--- config.mk ---
export PLATFORM = sky130hd
export DESIGN_NAME = feature_fetch_ctrl
export DESIGN_NICKNAME = d
export VERILOG_FILES = /design/src/rtl/modclass_pkg.sv /design/src/rtl/feat_rd_tag_pipe.sv /design/src/rtl/feature_fetch_ctrl.sv
export SDC_FILE = /design/constraint.sdc
export NUM_CORES = 1
export LEC_CHECK = 0
export ABC_CLOCK_PERIOD_IN_PS = 4850
export CAP_MARGIN = 10
export CORE_MARGIN = 2
export CORE_UTILIZATION = 51
export CTS_CLUSTER_SIZE = 28
export DETAILED_ROUTE_END_ITERATION = 12
export PLACE_DENSITY_LB_ADDON = 0.1
export SETUP_SLACK_MARGIN = 0.3
export SLEW_MARGIN = 40
export SYNTH_ARGS = -nofsm -noshare
export SYNTH_HDL_FRONTEND = slang
export SYNTH_SLANG_ARGS = --single-unit
--- constraint.sdc ---
create_clock -name clk -period 4.85 [get_ports clk]
set_clock_uncertainty 0.1 [all_clocks]
set_input_delay 1.2125 -clock clk [delete_from_list [all_inputs] [get_ports clk]]
set_output_delay 1.2125 -clock clk [all_outputs]
set_load 0.005 [all_outputs]
--- src/rtl/modclass_pkg.sv ---
// Shared definitions for the feature fetch sequencer and the modulation classifier.
package modclass_pkg;

  localparam int FEATS_PER_FRAME = 3;

  typedef enum logic [2:0] {
    ST_IDLE    = 3'd0,
    ST_ISSUE   = 3'd1,
    ST_WAIT    = 3'd2,
    ST_PRESENT = 3'd3,
    ST_DONE    = 3'd4
  } fetch_state_t;

  // Word order of a frame in BRAM and slot tag carried with each read
  localparam logic [1:0] SLOT_AP = 2'd0;
  localparam logic [1:0] SLOT_AF = 2'd1;
  localparam logic [1:0] SLOT_DP = 2'd2;

  typedef enum logic [2:0] {
    MOD_UNKNOWN = 3'b000,
    MOD_AM      = 3'b001,
    MOD_FM      = 3'b010,
    MOD_PSK     = 3'b011,
    MOD_ASK     = 3'b100,
    MOD_FSK     = 3'b101
  } mod_type_t;

endpackage

--- src/rtl/feat_rd_tag_pipe.sv ---
// BRAM_LAT-deep delay line carrying a valid bit and slot tag alongside each BRAM read,
// so the tag emerges in the same cycle as the read data.
module feat_rd_tag_pipe #(
  parameter int BRAM_LAT = 1,
  parameter int SLOT_W   = 2
) (
  input  logic              clk,
  input  logic              rst,
  input  logic              in_valid,
  input  logic [SLOT_W-1:0] in_slot,
  output logic              out_valid,
  output logic [SLOT_W-1:0] out_slot
);

  logic [BRAM_LAT-1:0]             valid_q;
  logic [BRAM_LAT-1:0][SLOT_W-1:0] slot_q;

  generate
    if (BRAM_LAT == 1) begin : g_one
      always_ff @(posedge clk) begin
        if (rst) begin
          valid_q <= '0;
          slot_q  <= '0;
        end else begin
          valid_q[0] <= in_valid;
          slot_q[0]  <= in_slot;
        end
      end
    end else begin : g_multi
      always_ff @(posedge clk) begin
        if (rst) begin
          valid_q <= '0;
          slot_q  <= '0;
        end else begin
          valid_q <= {valid_q[BRAM_LAT-2:0], in_valid};
          slot_q  <= {slot_q[BRAM_LAT-2:0], in_slot};
        end
      end
    end
  endgenerate

  assign out_valid = valid_q[BRAM_LAT-1];
  assign out_slot  = slot_q[BRAM_LAT-1];

endmodule

--- src/rtl/feature_fetch_ctrl.sv ---
// Walks a contiguous frame table in BRAM (three words per frame) and presents each
// feature triplet on a valid/ready handshake; the BRAM port is used read-only.
module feature_fetch_ctrl
  import modclass_pkg::*;
#(
  parameter int ADDR_W   = 16,
  parameter int DATA_W   = 32,
  parameter int BRAM_LAT = 1
) (
  input  logic              clk,
  input  logic              rst,
  input  logic              start,
  input  logic [ADDR_W-1:0] base_addr,
  input  logic [15:0]       num_frames,
  output logic              busy,
  output logic              done,
  output logic              bram_en,
  output logic [ADDR_W-1:0] bram_addr,
  input  logic [DATA_W-1:0] bram_dout,
  output logic              feat_valid,
  input  logic              feat_ready,
  output logic [DATA_W-1:0] sigma_ap,
  output logic [DATA_W-1:0] sigma_af,
  output logic [DATA_W-1:0] sigma_dp,
  output logic [15:0]       frame_idx,
  output fetch_state_t      fsm_state
);

  // Handshake: a triplet transfers on any cycle where feat_valid and feat_ready are both 1;
  // feat_valid never drops and the triplet never changes until that transfer.

  fetch_state_t      state_q, state_d;
  logic [1:0]        slot_q;
  logic [15:0]       frame_q, nframes_q;
  logic [ADDR_W-1:0] addr_q;
  logic [DATA_W-1:0] ap_q, af_q, dp_q;
  logic              tag_valid;
  logic [1:0]        tag_slot;
  logic              last_frame;

  assign last_frame = (frame_q == nframes_q - 16'd1);

  always_ff @(posedge clk) begin
    if (rst) state_q <= ST_IDLE;
    else     state_q <= state_d;
  end

  always_comb begin
    state_d    = state_q;
    busy       = 1'b0;
    done       = 1'b0;
    bram_en    = 1'b0;
    bram_addr  = '0;
    feat_valid = 1'b0;
    case (state_q)
      ST_IDLE: begin
        if (start) state_d = (num_frames == 16'd0) ? ST_DONE : ST_ISSUE;
      end
      ST_ISSUE: begin
        busy      = 1'b1;
        bram_en   = 1'b1;
        bram_addr = addr_q;
        if (slot_q == SLOT_DP) state_d = ST_WAIT;
      end
      ST_WAIT: begin
        busy = 1'b1;
        if (tag_valid && tag_slot == SLOT_DP) state_d = ST_PRESENT;
      end
      ST_PRESENT: begin
        busy       = 1'b1;
        feat_valid = 1'b1;
        if (feat_ready) state_d = last_frame ? ST_DONE : ST_ISSUE;
      end
      ST_DONE: begin
        done    = 1'b1;
        state_d = ST_IDLE;
      end
      default: state_d = ST_IDLE;
    endcase
  end

  // addr_q advances once per issued read, so after a frame it already points at the next one
  always_ff @(posedge clk) begin
    if (rst) begin
      slot_q    <= '0;
      frame_q   <= '0;
      nframes_q <= '0;
      addr_q    <= '0;
      ap_q      <= '0;
      af_q      <= '0;
      dp_q      <= '0;
    end else begin
      if (state_q == ST_IDLE && start) begin
        nframes_q <= num_frames;
        addr_q    <= base_addr;
        frame_q   <= '0;
        slot_q    <= SLOT_AP;
      end
      if (state_q == ST_ISSUE) begin
        addr_q <= addr_q + 1'b1;
        slot_q <= (slot_q == SLOT_DP) ? SLOT_AP : slot_q + 2'd1;
      end
      if (state_q == ST_PRESENT && feat_ready && !last_frame) frame_q <= frame_q + 16'd1;
      if (tag_valid) begin
        case (tag_slot)
          SLOT_AP: ap_q <= bram_dout;
          SLOT_AF: af_q <= bram_dout;
          SLOT_DP: dp_q <= bram_dout;
          default: ;
        endcase
      end
    end
  end

  feat_rd_tag_pipe #(.BRAM_LAT(BRAM_LAT), .SLOT_W(2)) u_tag_pipe (
    .clk      (clk),
    .rst      (rst),
    .in_valid (bram_en),
    .in_slot  (slot_q),
    .out_valid(tag_valid),
    .out_slot (tag_slot)
  );

  assign sigma_ap  = ap_q;
  assign sigma_af  = af_q;
  assign sigma_dp  = dp_q;
  assign frame_idx = frame_q;
  assign fsm_state = state_q;

endmodule

==> flow_summary.json, run 1 <==
{
  "postSynthAreaPerCell_um2": 7.672,
  "status": "finished clean",
  "synth_flop_cell": "dfxtp_1",
  "ctsHoldBuffers": 0,
  "endpoint_kind": "output port",
  "fin_crit_ns": 4.105,
  "multi_input_area_mm2": 0.003299,
  "grt_max_degree": 103,
  "tightest_slew_ns": 0.7616,
  "hold_viol_final": 0,
  "clk_latency_ns": 0.42,
  "ios": 203,
  "first_iter_violations": 639,
  "powerDensity_mw_per_mm2": 403.9,
  "yosys-top-cells-count": "nand2_1 (262), dfxtp_1 (152), a21oi_1 (132)",
  "place.port_buffers": 202,
  "cts_resized": 0,
  "crit_type": "reg -> out",
  "grt_pass1_wl_um": 29800,
  "grt_util_all_layers": 0.2612,
  "grt.overflow.total": 0,
  "r2r_slack_ns": 1.58,
  "peakVddDrop_mv": 0.2936,
  "fmax_mhz": 243.6,
  "die_w_um": 118.0,
  "drive_gt1_frac": 0.05725,
  "gp_congestion": 0.8205,
  "core_area_mm2": 0.01267,
  "finalSetupTns_ns": 0,
  "dr.pass1.iters": 5,
  "nets": 1110,
  "ys_seq_elements": 152,
  "syn_area_mm2": 0.006629,
  "diodes": 0,
  "seq_area_frac_synth": 0.4590,
  "finalSetupViolCount": 0,
  "clockRootBuffer": "clkbuf_16",
  "worstPathArrival_ns": 2.79,
  "fin_util": 0.7338,
  "worstPathMaxFanout": 26,
  "drc": 0,
  "fillCellCount": 1058,
  "initial_core_util": 0.5232,
  "netlist_instances": 864,
  "via_count": 6549,
  "synth.area.top_cells": "dfxtp_1 (46%), nand2_1 (15%), a21oi_1 (10%)",
  "totalWireLength_um": 18440,
  "fin_ws_ns": 0.7445,
  "critPathRequiredTime_ns": 3.54,
  "synth_top_area_cell": "dfxtp_1",
  "power.leakage_uw": 0.003190,
  "wl_per_cell_um": 15.12,
  "route.antenna.remaining_nets": 0,
  "grt_pass1_vias": 6053,
  "routed_via_density": 5.368,
  "rows": 41,
  "maxCapViolations": 0,
  "cts_made_buffers": 17,
  "cts_sinks": 152,
  "async_reset_ff_frac": 0,
  "clkTransAtPathRegs_ns": 0.06,
  "setup.worst_path.start_class": "register",
  "die_y_um": 118.0,
  "ff_latch_area_mm2": 0.003043,
  "yosysMostFrequentCell": "nand2_1",
  "ys_types": 60,
  "grt_antenna_before_repair": 0,
  "cts_max_path_buffers": 2,
  "postCtsSetupRepairBufs": 0,
  "htreeDepth": 4,
  "maxSlewHeadroom": 0.4876,
  "hold_class": "reg -> reg",
  "ys.warnings.count": 0,
  "cts_tree": "done",
  "synth_top_area_frac": 0.4590,
  "area_delta_synth_final_pct": 40.26,
  "syn_nets": 935,
  "rsz0062_at_grt": "false",
  "die_area_mm2": 0.01393,
  "synth_edf_count": 0,
  "drv_slew": 0,
  "finalCritPeriodShare": 0.8465,
  "place_ws_ns": 1.220,
  "hpwl_um": 12240
}
final timing paths:
kind	depth (start not counted)	end	start
setup / recovery	6	bram_addr[14]	fsm_state[0]
hold / removal	2	sigma_dp[12]	sigma_dp[12]
setup reg to reg	7	frame_idx[15]	nframes_q[7]
hold reg to reg	2	sigma_dp[12]	sigma_dp[12]
report_power, final:
group / internal [µW] / total [µW] / leakage, µW / switching [µW]
Combinational: 446 / 978 / 0.00168 / 532
Sequential: 1370 / 1490 / 0.00123 / 121
Clock: 795 / 1290 / 0.000274 / 495
Total: 2610 / 3760 / 0.00319 / 1150
logic make-up (layout without fill, tap and decap cells):
| logic type | count (synthesis) | count (layout) | share of synthesized area |
|---|---|---|---|
| AND/OR/NAND/NOR | 413 | 413 | 0.2746 |
| flip-flops | 152 | 152 | 0.4590 |
| adder cells (fa/ha/maj) | 3 | 3 | 0.005663 |
| multiplexers | 6 | 6 | 0.01000 |
| AO/OA/AOI/OAI | 189 | 189 | 0.1748 |
| XOR/XNOR | 23 | 23 | 0.03039 |
| buffers and inverters | 78 | 262 | 0.04549 |
cell usage in the layout (no fill, tap or decap), drive strengths merged, types with 14 or more instances in the layout:
| master | synthesis | routed |
|---|---|---|
| dfxtp | 152 | 152 |
| nor2 | 46 | 46 |
| nand2 | 262 | 262 |
| a21oi | 132 | 132 |
| inv | 23 | 23 |
| clkdlybuf4s50 | 0 | 201 |
| nor3 | 17 | 17 |
| nand3 | 23 | 23 |
| o21ai | 14 | 14 |
| and2 | 20 | 20 |
| clkbuf | 52 | 19 |
critical path, cell delays in order (launching register included):
cell	delay [ns]
dfxtp_1	0.47
inv_1	0.10
or3_1	0.36
buf_4	0.22
inv_1	0.45
and2_1	0.25
clkdlybuf4s50_1	0.52
area by class of cell:
cell class	count	share of cell area
sequential	152	0.3273
tap	172	0.02315
inverter	23	0.009285
timing repair buffer	211	0.2249
multi-input combinational	634	0.3549
clock buffer	19	0.04656
clock inverter	9	0.01400
metrics by stage:
stage	hold WS, ns	total power, µW	cell area (µm²)	std cells
floorplan	0.3488	2106	6629	864
global placement	0.3401	2463	8730	1192
detailed placement	0.3453	2476	8733	1192
CTS	0.3533	3766	9296	1220
global route	0.3689	3939	9298	1220
finish	0.3516	3755	9298	1220
metal layers:
metal	GRT usage	share of wire	vias up
li1	-	-	3259
met1	0.3258	0.44	3049
met2	0.4310	0.47	211
met3	0.07316	0.069	30
met4	0.09563	0.021	0
met5	0	0	-
registers in the layout, summed over array words and instances (netlist names):
name and cells:
addr_q 16, frame_idx 16, fsm_state 3, nframes_q 16
sigma_af 32, sigma_ap 32, sigma_dp 32, slot_q 2
u_tag_pipe.out_slot 2, u_tag_pipe.out_valid 1
No activity file was read; power rests on OpenSTA's default activity.
==> run 2, diff against run 1 <==
ABC_CLOCK_PERIOD_IN_PS = 3550   (was 4850)
CORE_UTILIZATION = 43   (was 51)
clock period = 3.55 ns   (was 4.85 ns; I/O delays follow)
==> flow_summary.json, run 2 (same netlist as run 1, synthesis figures left out) <==
{
  "fillCellCount": 1361,
  "wl_per_cell_um": 15.53,
  "critPathRequiredTime_ns": 2.56,
  "grt_pass1_vias": 6050,
  "final_common_cell": "nand2_1",
  "grt_max_degree": 71,
  "crit_type": "reg -> out",
  "rows": 45,
  "hold_class": "reg -> reg",
  "hold_viol_final": 0,
  "worstPathMaxFanout": 12,
  "drv_slew": 0,
  "place.port_buffers": 202,
  "finalCritPeriodShare": 0.8771,
  "grt.overflow.total": 0,
  "cts_max_path_buffers": 2,
  "combPwrFrac": 0.265,
  "final_cells": 1248,
  "diodes": 0,
  "grt_pass1_wl_um": 30870,
  "r2r-end": "frame_idx[5]",
  "fin_util": 0.6214,
  "cp-startpoint": "fsm_state[0]",
  "tightest_slew_ns": 0.7915,
  "finalSetupViolCount": 0,
  "ctsHoldBuffers": 0,
  "dr.pass1.iters": 4,
  "totalWireLength_um": 19390,
  "r2r_slack_ns": 0.60,
  "maxSlewHeadroom": 0.4723,
  "clockRootBuffer": "clkbuf_16",
  "clkTransAtPathRegs_ns": 0.06,
  "clkPwrFrac": 0.347,
  "power_frac_seq": 0.388,
  "hpwl_um": 12930,
  "first_iter_violations": 368,
  "max_stage_delay_ns": 0.50,
  "peakVddDrop_mv": 0.3651,
  "cts_sinks": 152,
  "worstPathCellList": "inv_1 -> or3_1 -> inv_2 -> buf_4 -> and2_1 -> clkdlybuf4s50_1",
  "ios": 203,
  "nets": 1118,
  "core_area_mm2": 0.01515,
  "p_switching_uw": 1673,
  "endpoint_kind": "output port",
  "slowest_stage": "clkdlybuf4s50_1",
  "reg2reg_depth": 9,
  "routed_via_density": 5.242,
  "rsz0062_at_grt": "false",
  "fmax_mhz": 321.2,
  "grt_antenna_before_repair": 0,
  "maxCapViolations": 0,
  "htreeDepth": 4,
  "finalSetupTns_ns": 0,
  "cts_tree": "done",
  "via_count": 6542,
  "die_y_um": 128.2,
  "place_ws_ns": 0.4898,
  "p_int_uw": 3570,
  "setup.worst_path.start_class": "register",
  "grt_util_all_layers": 0.2354,
  "place_inst": 1214,
  "status": "finished clean",
  "fin_ws_ns": 0.4363,
  "layout.cells.most_common_list": "nand2_1 (261), clkdlybuf4s50_1 (201), dfxtp_1 (150)",
  "crit_end": "bram_addr[14]",
  "route.antenna.remaining_nets": 0,
  "clk_latency_ns": 0.42,
  "worstPathArrival_ns": 2.13,
  "gp_congestion": 0.8859,
  "fin_crit_ns": 3.114,
  "powerDensity_mw_per_mm2": 557.1,
  "cts_made_buffers": 17,
  "r2r_start": "nframes_q[0]",
  "sw_frac_of_total": 0.3190,
  "drive_gt1_frac": 0.07264,
  "die_area_mm2": 0.01643,
  "die_w_um": 128.2,
  "initial_core_util": 0.4377,
  "drc": 0,
  "area_delta_synth_final_pct": 41.98,
  "power.leakage_uw": 0.003240
}
==> run 2: cell types whose count changed in the layout (fill, tap and decap cells not counted), moves of 2 or more <==
cell,previous run,this run
buf_4,9,18
clkinv_2,3,1
dfxtp_1,152,150
inv_6,0,4
inv_8,0,2
==> run 2: worst min path at each step <==
stage / start / to / slack (ns) / cells past startpoint
after floorplan: nframes_q[15] / nframes_q[15] / 0.35 / 2
after global placement: sigma_af[0] / sigma_af[0] / 0.34 / 2
after detailed placement: sigma_af[26] / sigma_af[26] / 0.35 / 2
after CTS: sigma_af[1] / sigma_af[1] / 0.35 / 2
after global routing: sigma_ap[7] / sigma_ap[7] / 0.37 / 2
final: sigma_af[17] / sigma_af[17] / 0.35 / 2
==> run 2: final cells by class <==
cell class / count / area, µm² / share of cell area
Multi-Input combinational cell: 634 / 3302 / 0.3508
Timing Repair Buffer: 219 / 2147 / 0.2281
Sequential cell: 152 / 3048 / 0.3238
Tap cell: 188 / 235.2 / 0.02499
Inverter: 23 / 86.33 / 0.009173
Clock buffer: 18 / 429.2 / 0.04560
Clock inverter: 14 / 163.9 / 0.01742
==> run 2: metal layers <==
metal	part of all wire	GRT usage
met1	0.44	0.3003
met4	0.015	0.07692
met3	0.091	0.09725
met2	0.45	0.3624
met5	0	0
==> run 2: power by group through the flow <==
| stage | clock (µW) | sequential, µW | combinational (µW) |
|---|---|---|---|
| final | 1820 | 2040 | 1390 |
| after global routing | 1930 | 2060 | 1550 |
| after CTS | 1860 | 2040 | 1390 |
| after detailed placement | 0 | 2070 | 1360 |
| after global placement | 0 | 2070 | 1360 |
| after floorplan | 0 | 2030 | 849 |
==> run 2: what timing repair did <==
action | in CTS | in global routing
buffers inserted | 2 | 0
hold endpoints to repair | 0 | 0
pin swaps | 0 | 0
gates resized for setup | 2 | 3
endpoints found under the setup margin | 17 | 14
==> run 2: critical path, delay by kind of cell, from the launching register on <==
family                 cells  cell delay, ns
buffers and inverters      4            0.79
flip-flops                 1            0.39
AND/OR/NAND/NOR            2            0.53
==> run 2: through the flow <==
step / total power [µW] / cell area (µm²) / hold WS, ns
global placement: 3430 / 8795 / 0.3404
finish: 5243 / 9412 / 0.3532
global route: 5535 / 9412 / 0.3681
CTS: 5281 / 9404 / 0.3550
detailed placement: 3433 / 8795 / 0.3458
floorplan: 2877 / 6629 / 0.3488
